**config.mk**
```make
export PLATFORM = sky130hd
export DESIGN_NAME = bullet_pool_flat
export DESIGN_NICKNAME = d
export VERILOG_FILES = /design/src/rtl/bullet_pool_pkg.sv /design/src/rtl/bullet_pool_if.sv /design/src/rtl/bullet_pool_slot.sv /design/src/rtl/bullet_pool.sv /design/src/flat_wrapper.sv
export SDC_FILE = /design/constraint.sdc
export NUM_CORES = 1
export LEC_CHECK = 0
export ABC_AREA = 1
export CAP_MARGIN = 20
export CORE_AREA = 2 2 171 257
export CTS_BUF_LIST = sky130_fd_sc_hd__clkbuf_4
export DETAILED_ROUTE_END_ITERATION = 10
export DIE_AREA = 0 0 173 259
export GPL_ROUTABILITY_DRIVEN = 0
export PLACE_DENSITY = 0.82
export SLEW_MARGIN = 20
export SYNTH_ARGS = -nofsm -noshare
export SYNTH_HDL_FRONTEND = slang
export SYNTH_HIERARCHICAL = 1
export SYNTH_SLANG_ARGS = --single-unit
export TNS_END_PERCENT = 10
```
**constraint.sdc**
```tcl
create_clock -name clk_i -period 4.2 [get_ports clk_i]
set_input_delay 0.84 -clock clk_i [delete_from_list [all_inputs] [get_ports clk_i]]
set_output_delay 0.84 -clock clk_i [all_outputs]
set_load 0.05 [all_outputs]
```
**src/rtl/bullet_pool_pkg.sv**
```systemverilog
// Shared types and screen limits for the bullet pool and its slots.
package bullet_pool_pkg;
  localparam int COORD_W = 10;

  typedef logic [COORD_W-1:0]        coord_t;
  typedef logic signed [COORD_W-1:0] step_t;

  localparam coord_t SCREEN_W = coord_t'(640);
  localparam coord_t SCREEN_H = coord_t'(480);

  // Sign-extend an 8-bit direction component and scale it down to a per-frame step.
  function automatic step_t sext_shift(input logic signed [7:0] dir, input int shift);
    step_t s;
    s = step_t'(dir);
    return s >>> shift;
  endfunction
endpackage

```
**src/rtl/bullet_pool_if.sv**
```systemverilog
// Bundle of frame, tank, collision and bullet-state signals around the bullet pool.
interface bullet_pool_if
  import bullet_pool_pkg::*;
#(
  parameter int NUM_TANKS      = 2,
  parameter int SLOTS_PER_TANK = 3
) ();
  localparam int NS    = NUM_TANKS * SLOTS_PER_TANK;
  localparam int CNT_W = $clog2(SLOTS_PER_TANK + 1);

  logic                         frame_tick;
  logic                         game_reset;
  logic [NUM_TANKS-1:0]         fire;
  logic [NUM_TANKS*COORD_W-1:0] tank_x;
  logic [NUM_TANKS*COORD_W-1:0] tank_y;
  logic [NUM_TANKS*8-1:0]       sin;
  logic [NUM_TANKS*8-1:0]       cos;
  logic [NS-1:0]                wall_hit_x;
  logic [NS-1:0]                wall_hit_y;
  logic [NS-1:0]                hit_clear;
  logic [NS*COORD_W-1:0]        bullet_x;
  logic [NS*COORD_W-1:0]        bullet_y;
  logic [NS-1:0]                bullet_active;
  logic [NS*COORD_W-1:0]        bullet_step_x;
  logic [NS*COORD_W-1:0]        bullet_step_y;
  logic [NUM_TANKS*CNT_W-1:0]   live_count;

  modport master (
    output frame_tick, game_reset, fire, tank_x, tank_y, sin, cos,
           wall_hit_x, wall_hit_y, hit_clear,
    input  bullet_x, bullet_y, bullet_active, bullet_step_x, bullet_step_y, live_count
  );

  modport slave (
    input  frame_tick, game_reset, fire, tank_x, tank_y, sin, cos,
           wall_hit_x, wall_hit_y, hit_clear,
    output bullet_x, bullet_y, bullet_active, bullet_step_x, bullet_step_y, live_count
  );
endinterface

```
**src/rtl/bullet_pool_slot.sv**
```systemverilog
// One bullet slot: position, step, age and valid flag, updated once per frame tick.
module bullet_slot
  import bullet_pool_pkg::*;
#(
  parameter int LIFETIME = 300
) (
  input  logic   clk_i,
  input  logic   rst_i,
  input  logic   tick_i,
  input  logic   clear_i,
  input  logic   hit_clear_i,
  input  logic   wall_x_i,
  input  logic   wall_y_i,
  input  logic   alloc_i,
  input  coord_t alloc_x_i,
  input  coord_t alloc_y_i,
  input  step_t  alloc_sx_i,
  input  step_t  alloc_sy_i,
  output coord_t x_o,
  output coord_t y_o,
  output step_t  sx_o,
  output step_t  sy_o,
  output logic   active_o,
  output logic   active_nxt_o
);
  localparam int TW = $clog2(LIFETIME + 1);
  localparam logic [TW-1:0] LAST_AGE = TW'(LIFETIME - 1);

  coord_t          x_q, x_d, y_q, y_d, nx, ny;
  step_t           sx_q, sx_d, sy_q, sy_d, sx_n, sy_n;
  logic [TW-1:0]   timer_q, timer_d;
  logic            active_q, active_d;

  always_comb begin
    x_d      = x_q;
    y_d      = y_q;
    sx_d     = sx_q;
    sy_d     = sy_q;
    timer_d  = timer_q;
    active_d = active_q;
    sx_n     = sx_q;
    sy_n     = sy_q;
    nx       = x_q;
    ny       = y_q;
    if (clear_i) begin
      x_d      = '0;
      y_d      = '0;
      sx_d     = '0;
      sy_d     = '0;
      timer_d  = '0;
      active_d = 1'b0;
    end else if (tick_i) begin
      if (active_q) begin
        if (hit_clear_i) begin
          active_d = 1'b0;
        end else if (timer_q == LAST_AGE) begin
          active_d = 1'b0;
        end else begin
          timer_d = timer_q + TW'(1);
          sx_n    = wall_x_i ? -sx_q : sx_q;
          sy_n    = wall_y_i ? -sy_q : sy_q;
          nx      = x_q + coord_t'(sx_n);
          ny      = y_q + coord_t'(sy_n);
          x_d     = nx;
          y_d     = ny;
          sx_d    = sx_n;
          sy_d    = sy_n;
          // Unsigned compare also catches wrap-around below zero.
          if ((nx >= SCREEN_W) || (ny >= SCREEN_H)) active_d = 1'b0;
        end
      end
      if (alloc_i) begin
        x_d      = alloc_x_i;
        y_d      = alloc_y_i;
        sx_d     = alloc_sx_i;
        sy_d     = alloc_sy_i;
        timer_d  = '0;
        active_d = 1'b1;
      end
    end
  end

  always_ff @(posedge clk_i or posedge rst_i) begin
    if (rst_i) begin
      x_q      <= '0;
      y_q      <= '0;
      sx_q     <= '0;
      sy_q     <= '0;
      timer_q  <= '0;
      active_q <= 1'b0;
    end else begin
      x_q      <= x_d;
      y_q      <= y_d;
      sx_q     <= sx_d;
      sy_q     <= sy_d;
      timer_q  <= timer_d;
      active_q <= active_d;
    end
  end

  assign x_o          = x_q;
  assign y_o          = y_q;
  assign sx_o         = sx_q;
  assign sy_o         = sy_q;
  assign active_o     = active_q;
  assign active_nxt_o = active_d;
endmodule

```
**src/rtl/bullet_pool.sv**
```systemverilog
// Shared bullet pool: per-tank slot allocation, fire cooldown and live-bullet counts.
module bullet_pool
  import bullet_pool_pkg::*;
#(
  parameter int NUM_TANKS      = 2,
  parameter int SLOTS_PER_TANK = 3,
  parameter int LIFETIME       = 300,
  parameter int COOLDOWN       = 35,
  parameter int VEL_SHIFT      = 5
) (
  input logic          clk_i,
  input logic          rst_i,
  bullet_pool_if.slave bus
);
  localparam int NS    = NUM_TANKS * SLOTS_PER_TANK;
  localparam int CNT_W = $clog2(SLOTS_PER_TANK + 1);
  localparam int CD_W  = $clog2(COOLDOWN + 1);
  localparam logic [CD_W-1:0] CD_LOAD = CD_W'(COOLDOWN);

  logic [CD_W-1:0]            cd_q [NUM_TANKS];
  logic [CD_W-1:0]            cd_d [NUM_TANKS];
  logic [NUM_TANKS-1:0]       found;
  logic [NS-1:0]              alloc, active, active_nxt;
  logic [NUM_TANKS*CNT_W-1:0] live_q, live_d;
  coord_t                     ax [NUM_TANKS];
  coord_t                     ay [NUM_TANKS];
  step_t                      asx [NUM_TANKS];
  step_t                      asy [NUM_TANKS];
  coord_t                     x_s [NS];
  coord_t                     y_s [NS];
  step_t                      sx_s [NS];
  step_t                      sy_s [NS];

  for (genvar t = 0; t < NUM_TANKS; t++) begin : g_tank
    assign ax[t]  = bus.tank_x[t*COORD_W +: COORD_W];
    assign ay[t]  = bus.tank_y[t*COORD_W +: COORD_W];
    assign asx[t] = sext_shift(bus.cos[t*8 +: 8], VEL_SHIFT);
    assign asy[t] = sext_shift(bus.sin[t*8 +: 8], VEL_SHIFT);
  end

  // A slot being hit-cleared this tick counts as free, so a fire can reuse it immediately.
  always_comb begin
    alloc = '0;
    found = '0;
    for (int t = 0; t < NUM_TANKS; t++) begin
      cd_d[t] = cd_q[t];
      if (bus.fire[t] && (cd_q[t] == '0)) begin
        for (int s = 0; s < SLOTS_PER_TANK; s++) begin
          if (!found[t] && (!active[t*SLOTS_PER_TANK+s] || bus.hit_clear[t*SLOTS_PER_TANK+s])) begin
            alloc[t*SLOTS_PER_TANK+s] = 1'b1;
            found[t]                  = 1'b1;
          end
        end
      end
      if (bus.game_reset) begin
        cd_d[t] = '0;
      end else if (bus.frame_tick) begin
        if (found[t])              cd_d[t] = CD_LOAD;
        else if (cd_q[t] != '0)    cd_d[t] = cd_q[t] - CD_W'(1);
      end
    end
  end

  for (genvar i = 0; i < NS; i++) begin : g_slot
    bullet_slot #(.LIFETIME(LIFETIME)) u_slot (
      .clk_i        (clk_i),
      .rst_i        (rst_i),
      .tick_i       (bus.frame_tick),
      .clear_i      (bus.game_reset),
      .hit_clear_i  (bus.hit_clear[i]),
      .wall_x_i     (bus.wall_hit_x[i]),
      .wall_y_i     (bus.wall_hit_y[i]),
      .alloc_i      (alloc[i]),
      .alloc_x_i    (ax[i/SLOTS_PER_TANK]),
      .alloc_y_i    (ay[i/SLOTS_PER_TANK]),
      .alloc_sx_i   (asx[i/SLOTS_PER_TANK]),
      .alloc_sy_i   (asy[i/SLOTS_PER_TANK]),
      .x_o          (x_s[i]),
      .y_o          (y_s[i]),
      .sx_o         (sx_s[i]),
      .sy_o         (sy_s[i]),
      .active_o     (active[i]),
      .active_nxt_o (active_nxt[i])
    );
  end

  // Counting next-state flags keeps live_count aligned with the slot registers.
  always_comb begin
    live_d = '0;
    for (int t = 0; t < NUM_TANKS; t++) begin
      for (int s = 0; s < SLOTS_PER_TANK; s++) begin
        live_d[t*CNT_W +: CNT_W] = live_d[t*CNT_W +: CNT_W]
                                 + CNT_W'(active_nxt[t*SLOTS_PER_TANK+s]);
      end
    end
  end

  always_ff @(posedge clk_i or posedge rst_i) begin
    if (rst_i) begin
      live_q <= '0;
      for (int t = 0; t < NUM_TANKS; t++) cd_q[t] <= '0;
    end else begin
      live_q <= live_d;
      for (int t = 0; t < NUM_TANKS; t++) cd_q[t] <= cd_d[t];
    end
  end

  always_comb begin
    bus.bullet_x      = '0;
    bus.bullet_y      = '0;
    bus.bullet_step_x = '0;
    bus.bullet_step_y = '0;
    for (int i = 0; i < NS; i++) begin
      bus.bullet_x[i*COORD_W +: COORD_W]      = x_s[i];
      bus.bullet_y[i*COORD_W +: COORD_W]      = y_s[i];
      bus.bullet_step_x[i*COORD_W +: COORD_W] = sx_s[i];
      bus.bullet_step_y[i*COORD_W +: COORD_W] = sy_s[i];
    end
  end

  assign bus.bullet_active = active;
  assign bus.live_count    = live_q;
endmodule

```
**src/flat_wrapper.sv**
```systemverilog
// flat-port wrapper written by rule: the top's interface ports become plain ports
module bullet_pool_flat import bullet_pool_pkg::*;
#(
  parameter int NUM_TANKS      = 2,
  parameter int SLOTS_PER_TANK = 3,
  parameter int LIFETIME       = 300,
  parameter int COOLDOWN       = 35,
  parameter int VEL_SHIFT      = 5
)
  (clk_i, rst_i, bus_frame_tick, bus_game_reset, bus_fire, bus_tank_x, bus_tank_y, bus_sin, bus_cos, bus_wall_hit_x, bus_wall_hit_y, bus_hit_clear, bus_bullet_x, bus_bullet_y, bus_bullet_active, bus_bullet_step_x, bus_bullet_step_y, bus_live_count);
  bullet_pool_if #(.NUM_TANKS(NUM_TANKS), .SLOTS_PER_TANK(SLOTS_PER_TANK)) bus_i ();
  input logic clk_i;
  input logic rst_i;
  input wire logic [$bits(bus_i.frame_tick)-1:0] bus_frame_tick;
  input wire logic [$bits(bus_i.game_reset)-1:0] bus_game_reset;
  input wire logic [$bits(bus_i.fire)-1:0] bus_fire;
  input wire logic [$bits(bus_i.tank_x)-1:0] bus_tank_x;
  input wire logic [$bits(bus_i.tank_y)-1:0] bus_tank_y;
  input wire logic [$bits(bus_i.sin)-1:0] bus_sin;
  input wire logic [$bits(bus_i.cos)-1:0] bus_cos;
  input wire logic [$bits(bus_i.wall_hit_x)-1:0] bus_wall_hit_x;
  input wire logic [$bits(bus_i.wall_hit_y)-1:0] bus_wall_hit_y;
  input wire logic [$bits(bus_i.hit_clear)-1:0] bus_hit_clear;
  output wire logic [$bits(bus_i.bullet_x)-1:0] bus_bullet_x;
  output wire logic [$bits(bus_i.bullet_y)-1:0] bus_bullet_y;
  output wire logic [$bits(bus_i.bullet_active)-1:0] bus_bullet_active;
  output wire logic [$bits(bus_i.bullet_step_x)-1:0] bus_bullet_step_x;
  output wire logic [$bits(bus_i.bullet_step_y)-1:0] bus_bullet_step_y;
  output wire logic [$bits(bus_i.live_count)-1:0] bus_live_count;
  assign bus_i.frame_tick = bus_frame_tick;
  assign bus_i.game_reset = bus_game_reset;
  assign bus_i.fire = bus_fire;
  assign bus_i.tank_x = bus_tank_x;
  assign bus_i.tank_y = bus_tank_y;
  assign bus_i.sin = bus_sin;
  assign bus_i.cos = bus_cos;
  assign bus_i.wall_hit_x = bus_wall_hit_x;
  assign bus_i.wall_hit_y = bus_wall_hit_y;
  assign bus_i.hit_clear = bus_hit_clear;
  assign bus_bullet_x = bus_i.bullet_x;
  assign bus_bullet_y = bus_i.bullet_y;
  assign bus_bullet_active = bus_i.bullet_active;
  assign bus_bullet_step_x = bus_i.bullet_step_x;
  assign bus_bullet_step_y = bus_i.bullet_step_y;
  assign bus_live_count = bus_i.live_count;
  bullet_pool #(.NUM_TANKS(NUM_TANKS), .SLOTS_PER_TANK(SLOTS_PER_TANK), .LIFETIME(LIFETIME), .COOLDOWN(COOLDOWN), .VEL_SHIFT(VEL_SHIFT)) u_core (.clk_i(clk_i), .rst_i(rst_i), .bus(bus_i));
endmodule
```
* Word level (Yosys, flattened, before mapping) *
Index checks and enable logic that the tools add are counted.

storage, ports and cells
  register bits after elaboration = 316
  input port bits = 96
  output and inout port bits = 250
  logic and storage cells = 414

cells by class
  add/subtract/negate cells = 36
  eq/ne operators = 18
  reductions and logical operators = 49
  order comparisons = 12
  muxes and demuxes = 260

operators by type and width
  operator                                               count
  two-way mux 10 bit                                     156
  two-way mux 9 bit                                      36
  adder 10 bit                                           12
  negator 10 bit                                         12
  >= comparator 10 bit, second input constant            6
  >= comparator 10 x 9 -> 1 bit, second input constant   6
  two-way mux 1 bit                                      58
  adder 9 x 1 -> 9 bit, second input constant            6
  equality test 9 bit, second input constant             6
  two-way mux 6 bit                                      8
  inequality test 3 x 2 -> 1 bit, second input constant  12
  AND reduction 4 bit                                    6
  nonzero test 3 bit                                     8
  logical NOT 6 bit                                      2
  logical OR 1 bit                                       12
  nonzero test 6 bit                                     2
  subtractor 6 x 1 -> 6 bit, second input constant       2
  logical NOT 1 bit                                      10
  logical AND 1 bit                                      6
  two-way mux 3 bit                                      2
  adder 1 x 1 -> 2 bit                                   2
  adder 2 x 1 -> 2 bit                                   2
  AND reduction 2 bit                                    2
  nonzero test 2 bit                                     1

* Logic depth before layout (Yosys ltp) *
Gate-level depths: netlist of run 1.

  word-level depth = 17
  gate-level depth with buffers = 21
  gate-level depth less buffers = 21

* Hierarchy *
Netlist of run 1, hierarchy kept.

modules (own cells, without submodules)
  module                                     cells an instance  area each (µm²)  instances  sequential area each (µm²)
  bullet_slot (u_core.g_slot[0].u_slot ...)  532                3,794.9          3          1,251.2
  bullet_slot (u_core.g_slot[5].u_slot)      564                3,866.2          1          1,251.2
  bullet_slot (u_core.g_slot[4].u_slot)      529                3,831.2          1          1,251.2
  bullet_slot (u_core.g_slot[1].u_slot)      536                3,822.4          1          1,251.2
  bullet_pool                                149                1,148.6          1          400.4

* Least setup slack after synthesis of run 1 *
Ideal clock, no wire load.

  kind = register to register
  start point = register u_core.g_slot[1].u_slot.sx_q[0]
  end point = register u_core.live_q[0], in the netlist u_core/bus.live_count[0]
  stages on the path, launching flop included = 17
  slack = 808 ps
  buffers on the path = 0
  setup time = 136 ps
  data required time = 4,064 ps
  arrival time = 3,257 ps
  clock period less this slack = 3,392 ps
  cell sequence = dfrtp_1 > inv_1 > ha_1 > or2_2 > nand3_1 > o21ai_0 > ha_1 > nand2_1 > o21ai_0 > nand3_1 > nand2_1 > xor2_1 > nand2_1 > nand3_1 > nand2_1 > a21oi_1 > fa_1

on the way
  longest elaborated chain between the ends = 14

RTL lines
  element                         RTL line                text
  start: declaration              bullet_pool_slot.sv:30  step_t sx_q, sx_d, sy_q, sy_d, sx_n, sy_n;
  start signal: assignment        bullet_pool_slot.sv:87  sx_q <= '0;
  start signal: assignment        bullet_pool_slot.sv:94  sx_q <= sx_d;
  negator 10 bit                  bullet_pool_slot.sv:60  sx_n = wall_x_i ? -sx_q : sx_q;
  two-way mux 10 bit (*)          bullet_pool_slot.sv:60
  adder 10 bit (*)                bullet_pool_slot.sv:62  nx = x_q + coord_t'(sx_n);
  >= comparator 10 bit (*)        bullet_pool_slot.sv:69  if ((nx >= SCREEN_W) || (ny >= SCREEN_H)) active_d = 1'b0;
  logical OR 1 bit (*)            bullet_pool_slot.sv:69
  two-way mux 1 bit (*)           bullet_pool_slot.sv:69
  two-way mux 1 bit (*)           bullet_pool_slot.sv:56  end else if (timer_q == LAST_AGE) begin
  two-way mux 1 bit (*)           bullet_pool_slot.sv:54  if (hit_clear_i) begin
  two-way mux 1 bit (*)           bullet_pool_slot.sv:53  if (active_q) begin
  two-way mux 1 bit (*)           bullet_pool_slot.sv:72  if (alloc_i) begin
  two-way mux 1 bit (*)           bullet_pool_slot.sv:52  end else if (tick_i) begin
  two-way mux 1 bit (*)           bullet_pool_slot.sv:45  if (clear_i) begin
  named net u_core.active_nxt[1]  bullet_pool.sv:23       logic [NS-1:0] alloc, active, active_nxt;
  adder 1 x 1 -> 2 bit (*)        bullet_pool.sv:93       + CNT_W'(active_nxt[t*SLOTS_PER_TANK+s]);
  adder 2 x 1 -> 2 bit (*)        bullet_pool.sv:93
  named net u_core.live_d[0]      bullet_pool.sv:24       logic [NUM_TANKS*CNT_W-1:0] live_q, live_d;
  end signal: assignment          bullet_pool.sv:103      live_q <= live_d;
  end: declaration                bullet_pool.sv:24

The timed path passes the listed nets; every way through them passes the cells marked *.
A chain may end at the register's enable or synchronous reset.

* Worst setup path in the final report of run 1 *
  start point = register u_core.g_slot[5].u_slot.sy_q[0]
  end point = register u_core.live_q[2], in the netlist u_core/bus.live_count[2]

on the way
  longest elaborated chain between the ends = 13

RTL lines
  element                            RTL line                text
  start: declaration                 bullet_pool_slot.sv:30
  start signal: assignment           bullet_pool_slot.sv:95  sy_q <= sy_d;
  negator 10 bit                     bullet_pool_slot.sv:61  sy_n = wall_y_i ? -sy_q : sy_q;
  two-way mux 10 bit (*)             bullet_pool_slot.sv:61
  adder 10 bit (*)                   bullet_pool_slot.sv:63  ny = y_q + coord_t'(sy_n);
  >= comparator 10 x 9 -> 1 bit (*)  bullet_pool_slot.sv:69
  logical OR 1 bit (*)               bullet_pool_slot.sv:69
  two-way mux 1 bit (*)              bullet_pool_slot.sv:69
  two-way mux 1 bit (*)              bullet_pool_slot.sv:56
  two-way mux 1 bit (*)              bullet_pool_slot.sv:54
  two-way mux 1 bit (*)              bullet_pool_slot.sv:53
  two-way mux 1 bit (*)              bullet_pool_slot.sv:72
  two-way mux 1 bit (*)              bullet_pool_slot.sv:52
  two-way mux 1 bit (*)              bullet_pool_slot.sv:45
  named net u_core.active_nxt[5]     bullet_pool.sv:23
  adder 2 x 1 -> 2 bit (*)           bullet_pool.sv:93
  named net u_core.live_d[2]         bullet_pool.sv:24

Marked as above.

==> metrics, run 1 <==
run status finished clean; floorplan die area between 40000 and 50000 µm²; input/output buffers ~330; Critical path destination u_core/bus.live_count[2]; power per cell area ~450 nW/µm²; number of storage elements in the synthesis netlist 316; Synthesized Nets between 3000 and 4000; minimum period implied by the final worst setup slack slightly below 4000 ps; highest clock rate 259.0 MHz; WL final a little under 80000 µm; synthesized instance count between 3000 and 4000; I/O pin count approximately 350; total CTS buffers 85; clock tree buffer depth 3; final worst path period share between 90% and 100%; total routed wire length on the met1 layer 27460 µm; sequence of cells on the critical path inv_1 > ha_1 > nand3_1 > nor3_1 > inv_1 > nand2_1 > xor2_1 > ha_1 > nand2_1 > inv_1 > a21oi_1 > nand2_1 > a21oi_1 > inv_1 > nand2_1 > nand2_1 > nor2_1 > nand2_1 > a21oi_1 > fa_1; number of failing setup endpoints in the final timing report 0; number of hold violations in the final report 0; via-per-instance ratio between 5 and 6; post-synthesis to final-layout area growth 20.41%; worst slew pin tran between 1000 and 1500 ps; clock tree from TritonCTS yes; Static Leak roughly 0.014 µW; worst reg-to-reg path cell count 20; Compound-Gate Fraction of Synth Area ~16%; maximum fanout along the worst path 5; multiplexer fraction of the synthesized cell area less than 1%; timing startpoint of the critical path u_core/g_slot[5].u_slot/sy_o[0]; most prevalent standard cell on the critical path sky130_fd_sc_hd__nand2_1; TritonCTS Sinks between 300 and 400; DR iter-0 viols between 1500 and 2000; post-detailed-route count of antenna-violating nets 0; Crit path largest cell delay about 480 ps; share of synthesized cell area in and, or, nand and nor gates between 20% and 30%; row count just over 90; sum of net half-perimeters after detailed placement between 50000 and 60000 µm; kind of path behind the tightest hold check flop to flop; total overflow reported by the global router 0; origin of the critical flop-to-flop path u_core/g_slot[5].u_slot/sy_o[0]; share of synthesized cell area in full adder, half adder and majority cells under 10%; detailed-routing iteration count for the pre-antenna-repair pass 9; number of buffers and inverters on the critical path 4; Final Max Tran Viols 0; dominant combinational cell family by area after synthesis simple AND/OR/NAND/NOR gates; largest net degree at the start of global routing 51; clk_skew roughly 60 ps; cell depth of the worst min-delay path 2; worst-case register-to-register setup slack 340 ps; area of all placed cells without fillers just under 30000 µm²; number of gates given a new drive strength after cts 0; number of warning messages in the yosys log 6; global-route usage over all layers between 30% and 40%; DP Area 27920 µm²; placeable core region between 40000 and 50000 µm²; critical path class flop to flop; post-detailed-route wirelength per cell 18.05 µm; Worst Setup Start Kind flop; hold buffers post-CTS 0; wire length of the first global-routing pass roughly 120000 µm; worst IR drop on VDD around 0.42 mV; cell chosen for the clock root sky130_fd_sc_hd__clkbuf_4; stages on the worst setup path 20; clock-pin slew reported for the worst setup and hold paths after clock tree synthesis 70 ps; area share of xor/xnor cells in the synthesized design under 10%; endpoint of the worst-slack reg-to-reg timing path u_core/bus.live_count[2]; Max-slew headroom a little over a fifth; share of the yosys chip area belonging to registers 32.88%; worst setup margin about 340 ps; signal arrival time at the worst endpoint 4480 ps; uppermost routed layer met5; data required time at the worst endpoint 4820 ps; RSZ-0062 raised after global routing false; fraction of layout cells with a size suffix above 1 under 10%; Critical Path Sink Type flop; H-Tree Level Count 3; reported max-cap violation count 0; cell area after technology mapping around 24000 µm²; synthesized area divided by synthesized cell count roughly 7.1 µm²; total power of the final layout roughly 13000 µW; wire length on met2 between 30000 and 40000 µm; via count about 25000; kind of cell adding the most delay to the critical path simple AND/OR/NAND/NOR gates; worst setup timing slack at the placement stage -76.61 ps; critical path's slowest cell sky130_fd_sc_hd__fa_1; antenna violations before repair 2; number of distinct library cells after synthesis 55; initial core utilization 56.48%; insertion delay to the later sink of the worst-skew pair between 700 and 800 ps; buffers inserted during post-CTS setup optimization 0; setup TNS 0 ps; DR DRC count 0; wire length on met3 roughly 6600 µm; horizontal die dimension between 150 and 200 µm; via count of the first global-routing pass 24200; Net count, final between 3000 and 4000; die height about 260 µm
## placed cells by master, fill, tap and decap left out, drive strengths merged, types with 9 or more instances in the layout
cell,synthesis,routed
inv,418,420
fa,14,14
o21bai,13,13
nand3,231,231
clkdlybuf4s50,0,321
ha,129,129
nor4,16,16
xor2,118,118
mux2i,9,9
or2,14,14
a31oi,19,19
dfrtp,316,316
nand2,868,868
clkbuf,33,120
xnor2,32,32
o22ai,58,58
o21ai,438,438
a22oi,19,19
o211ai,25,25
a21oi,83,83
nor3,49,49
nor2,304,304
clkinv,5,25
buf,76,81
o31ai,17,17
nand4,50,50
## worst reg2reg max path, delay by kind of cell, from the launching register on
| kind | cells | cell delay (ps) |
|---|---|---|
| fa+ha+maj | 3 | 1000 |
| buf+inv | 4 | 310 |
| compound gates | 3 | 640 |
| simple gates | 9 | 1080 |
| flops | 1 | 450 |
| xor+xnor | 1 | 240 |
## flip-flops by register name, indices dropped and copies added (netlist names)
name / flops
u_core/bus.live_count: 4
u_core/cd_q: 12
u_core/g_slot.u_slot/active_o: 6
u_core/g_slot.u_slot/sx_o: 60
u_core/g_slot.u_slot/sy_o: 60
u_core/g_slot.u_slot/timer_q: 54
u_core/g_slot.u_slot/x_o: 60
u_core/g_slot.u_slot/y_o: 60
## stage by stage
step                hold WS, ps  std cells  utilization, %
finish                    489.9       4383           68.01
global route              504.3       4382           68.00
CTS                       492.8       4381           68.02
detailed placement        478.1       4237           65.56
global placement          468.7       4236           65.51
floorplan                 460.9       3374               -
## power by group
group / leakage [µW] / internal, µW / switching (µW)
sequential: 0.00437 / 3400 / 385
combinational: 0.00873 / 2110 / 4220
clock: 0.000628 / 1430 / 1390
## layer usage
metal | vias to the layer above | GRT usage, %
li1 | 11940 | -
met5 | - | 0
met3 | 343 | 7.440
met2 | 1173 | 59.82
met4 | 2 | 26.20
met1 | 11630 | 36.62
## area by class of cell
class | instances | area (µm²)
Clock buffer | 120 | 900.9
Tap cell | 570 | 713.2
Multi-Input combinational cell | 2526 | 13840
Inverter | 423 | 1604
Antenna cell | 2 | 5.005
Fill cell | 3709 | 13630
Timing Repair Buffer | 402 | 3849
Sequential cell | 316 | 7908
Clock inverter | 24 | 145.1
## how the worst min path moves through the flow
stage,slack [ps],from,end
2_1_floorplan,460,u_core/cd_q[0],u_core/cd_q[0]
3_3_place_gp,470,u_core/cd_q[0],u_core/cd_q[0]
3_5_place_dp,480,u_core/cd_q[6],u_core/cd_q[6]
4_1_cts,490,u_core/cd_q[6],u_core/cd_q[6]
5_1_grt,500,u_core/cd_q[6],u_core/cd_q[6]
6_report,490,u_core/cd_q[6],u_core/cd_q[6]
## kinds of logic after synthesis
kind of cell	Yosys count
simple gates	1536
compound gates	688
buf+inv	532
flops	316
xor+xnor	150
fa+ha+maj	143
mux	9
## Yosys cell counts, drive strengths merged
cell,number,area [µm²]
buf,76,608.1
inv,418,1584
dfrtp,316,7908
a21o,4,30.03
o2111ai,1,8.760
nand2,868,3311
nand4,50,372.9
a31oi,19,118.9
o31ai,17,127.6
nor3b,2,20.02
clkbuf,33,123.9
xor2,118,1033
or2,14,92.59
nor2,304,1176
nand3b,1,7.510
o211ai,25,227.7
fa,14,280.3
o22ai,58,394.1
o41ai,5,43.79
o21ai,438,2271
o21a,1,7.510
and3,1,6.260
ha,129,1614
nand3,231,1191
nor4,16,115.1
xnor2,32,280.3
o21bai,13,97.59
nor3,49,291.5
a22oi,19,142.6
mux2i,9,90.09
a22o,5,43.79
clkinv,5,18.77
a21oi,83,415.4
Power figures use the tool's default switching activity.
==> inputs of run 2 (changes only) <==
==> constraint.sdc (replaced) <==
create_clock -name clk_i -period 4.2 [get_ports clk_i]
set_input_delay 1.05 -clock clk_i [delete_from_list [all_inputs] [get_ports clk_i]]
set_output_delay 1.05 -clock clk_i [all_outputs]
set_load 0.05 [all_outputs]
==> run 2 against run 1 <==
Effect of this change:
- sequential power about the same
- critical endpoint unchanged
- largest cell class unchanged
- core utilization is 1.0 points higher
- maximum frequency rose by 5.9%
- clock power up 2%
- critical path depth up 1
- final area rose by 1.5%
==> metrics, run 2 (synthesis gave the netlist of run 1 again) <==
run status finished clean; post-detailed-route wirelength per cell about 18 µm; area of all placed cells without fillers slightly below 30000 µm²; via-per-instance ratio ~5.7; endpoint of the worst-slack reg-to-reg timing path u_core/bus.live_count[2]; sequence of cells on the critical path inv_1 > ha_1 > nand3_1 > nor3_1 > inv_1 > nand2_1 > xor2_1 > ha_1 > nand2_1 > inv_1 > a21oi_1 > nand2_1 > a21oi_1 > inv_1 > nand2_1 > nand2_1 > nor2_1 > nand2_1 > a21oi_1 > buf_4 > fa_1; most common cell after layout, fill and taps aside sky130_fd_sc_hd__nand2_1; WL final around 80000 µm; number of buffers and inverters on the critical path 5; hold buffers post-CTS 0; global-route usage over all layers 34.22%; total CTS buffers 85; via count of the first global-routing pass 24440; share of power burned in the clock network 21.8%; DR iter-0 viols about 2000; signal arrival time at the worst endpoint around 4300 ps; horizontal die dimension between 150 and 200 µm; die height 259 µm; stages on the worst setup path 21; number of failing setup endpoints in the final timing report 0; cell chosen for the clock root sky130_fd_sc_hd__clkbuf_4; maximum fanout along the worst path 5; number of hold violations in the final report 0; TritonCTS Sinks between 300 and 400; number of gates given a new drive strength after cts 0; critical path's slowest cell sky130_fd_sc_hd__dfrtp_1; antenna violations before repair 4; DP Area approximately 28000 µm²; Non-Filler Instances 4443; via count about 25000; share of total power in sequential cells between 20 and 30%; commonest cells after routing, fill and taps aside sky130_fd_sc_hd__nand2_1, sky130_fd_sc_hd__inv_1, sky130_fd_sc_hd__clkdlybuf4s50_1; worst slew pin tran between 1000 and 1500 ps; Worst Setup Start Kind flop; fraction of layout cells with a size suffix above 1 10.23%; Max-slew headroom 21.22%; cell depth of the worst min-delay path 2; clk_skew 27.56 ps; timing startpoint of the critical path u_core/g_slot[5].u_slot/sy_o[0]; total overflow reported by the global router 0; DR DRC count 0; insertion delay to the later sink of the worst-skew pair roughly 780 ps; wire length of the first global-routing pass 123100 µm; data required time at the worst endpoint a little under 5000 ps; clock-pin slew reported for the worst setup and hold paths after clock tree synthesis ~80 ps; post-synthesis to final-layout area growth 22.22%; Final Max Tran Viols 0; initial core utilization 56.48%; H-Tree Level Count 3; total power of the final layout about 13000 µW; worst IR drop on VDD approximately 0.36 mV; kind of path behind the tightest hold check flop to flop; power per cell area around 450 nW/µm²; largest net degree at the start of global routing 51; placeable core region about 43000 µm²; minimum period implied by the final worst setup slack roughly 3600 ps; RSZ-0062 raised after global routing false; Critical path destination u_core/bus.live_count[2]; row count 93; sum of net half-perimeters after detailed placement between 50000 and 60000 µm; switching component of the power 6008 µW; internal power summed over all cells approximately 7000 µW; Net count, final approximately 4000; part of the power in combinational logic approximately half; worst reg-to-reg path cell count 21; kind of cell adding the most delay to the critical path simple AND/OR/NAND/NOR gates; highest clock rate 274.1 MHz; Critical Path Sink Type flop; input/output buffers 325; Static Leak between 0.01 and 0.015 µW; detailed-routing iteration count for the pre-antenna-repair pass 5; origin of the critical flop-to-flop path u_core/g_slot[5].u_slot/sy_o[0]; Crit path largest cell delay between 400 and 500 ps; final worst path period share 86.86%; reported max-cap violation count 0; clock tree buffer depth 3; post-detailed-route count of antenna-violating nets 0; floorplan die area 44810 µm²; worst-case register-to-register setup slack ~550 ps; buffers inserted during post-CTS setup optimization 0; most prevalent standard cell on the critical path sky130_fd_sc_hd__nand2_1; Sw Share between 40 and 50%; clock tree from TritonCTS yes; setup TNS 0 ps; critical path class flop to flop; share of the core filled with cells roughly 70%; I/O pin count 346; total placed cells including tap cells around 4300
==> run 2: how the worst min path moves through the flow <==
stage / start / end / slack, ps
after global routing: u_core/cd_q[6] / u_core/cd_q[6] / 510
after detailed placement: u_core/cd_q[6] / u_core/cd_q[6] / 480
after floorplan: u_core/cd_q[0] / u_core/cd_q[0] / 460
after CTS: u_core/cd_q[6] / u_core/cd_q[6] / 500
after global placement: u_core/cd_q[0] / u_core/cd_q[0] / 470
final: u_core/cd_q[6] / u_core/cd_q[6] / 490
==> run 2: layout make-up <==
cell class / instances / area, µm²
Tap cell: 570 / 713.2
Timing Repair Buffer: 458 / 4249
Fill cell: 3597 / 13190
Clock inverter: 21 / 132.6
Antenna cell: 3 / 7.507
Clock buffer: 126 / 945.9
Inverter: 423 / 1603
Sequential cell: 316 / 7908
Multi-Input combinational cell: 2526 / 13840
==> run 2: worst register-to-register path: stages, from the launching register on <==
cell	delay, ps
sky130_fd_sc_hd__dfrtp_1	430
sky130_fd_sc_hd__inv_1	130
sky130_fd_sc_hd__ha_1	180
sky130_fd_sc_hd__nand3_1	180
sky130_fd_sc_hd__nor3_1	280
sky130_fd_sc_hd__inv_1	70
sky130_fd_sc_hd__nand2_1	70
sky130_fd_sc_hd__xor2_1	220
sky130_fd_sc_hd__ha_1	320
sky130_fd_sc_hd__nand2_1	110
sky130_fd_sc_hd__inv_1	40
sky130_fd_sc_hd__a21oi_1	180
sky130_fd_sc_hd__nand2_1	100
sky130_fd_sc_hd__a21oi_1	170
sky130_fd_sc_hd__inv_1	60
sky130_fd_sc_hd__nand2_1	60
sky130_fd_sc_hd__nand2_1	50
sky130_fd_sc_hd__nor2_1	120
sky130_fd_sc_hd__nand2_1	100
sky130_fd_sc_hd__a21oi_1	130
sky130_fd_sc_hd__buf_4	140
sky130_fd_sc_hd__fa_1	400
==> run 2: through the flow <==
| step | hold slack (ps) | worst slack (ps) |
|---|---|---|
| finish | 494.1 | 551.7 |
| global route | 511.9 | 178.0 |
| CTS | 496.4 | 569.3 |
| detailed placement | 479.7 | -64.56 |
| global placement | 469.3 | -35.36 |
| floorplan | 460.9 | 731.3 |
==> run 2: layer usage <==
layer	global-route usage [%]	up-vias	wire length (µm)
met3	7.425	324	6328
li1	-	12060	-
met1	36.02	11720	27340
met5	0	-	26
met2	59.67	1188	38560
met4	26.41	4	6258
==> run 2: power by group through the flow <==
| stage | combinational, µW | sequential (µW) | clock [µW] |
|---|---|---|---|
| 6_report | 6480 | 3780 | 2870 |
| 5_1_grt | 7100 | 3820 | 3090 |
| 3_3_place_gp | 6260 | 3820 | 0 |
| 4_1_cts | 6400 | 3770 | 2940 |
| 3_5_place_dp | 6360 | 3820 | 0 |
| 2_1_floorplan | 3680 | 4650 | 0 |
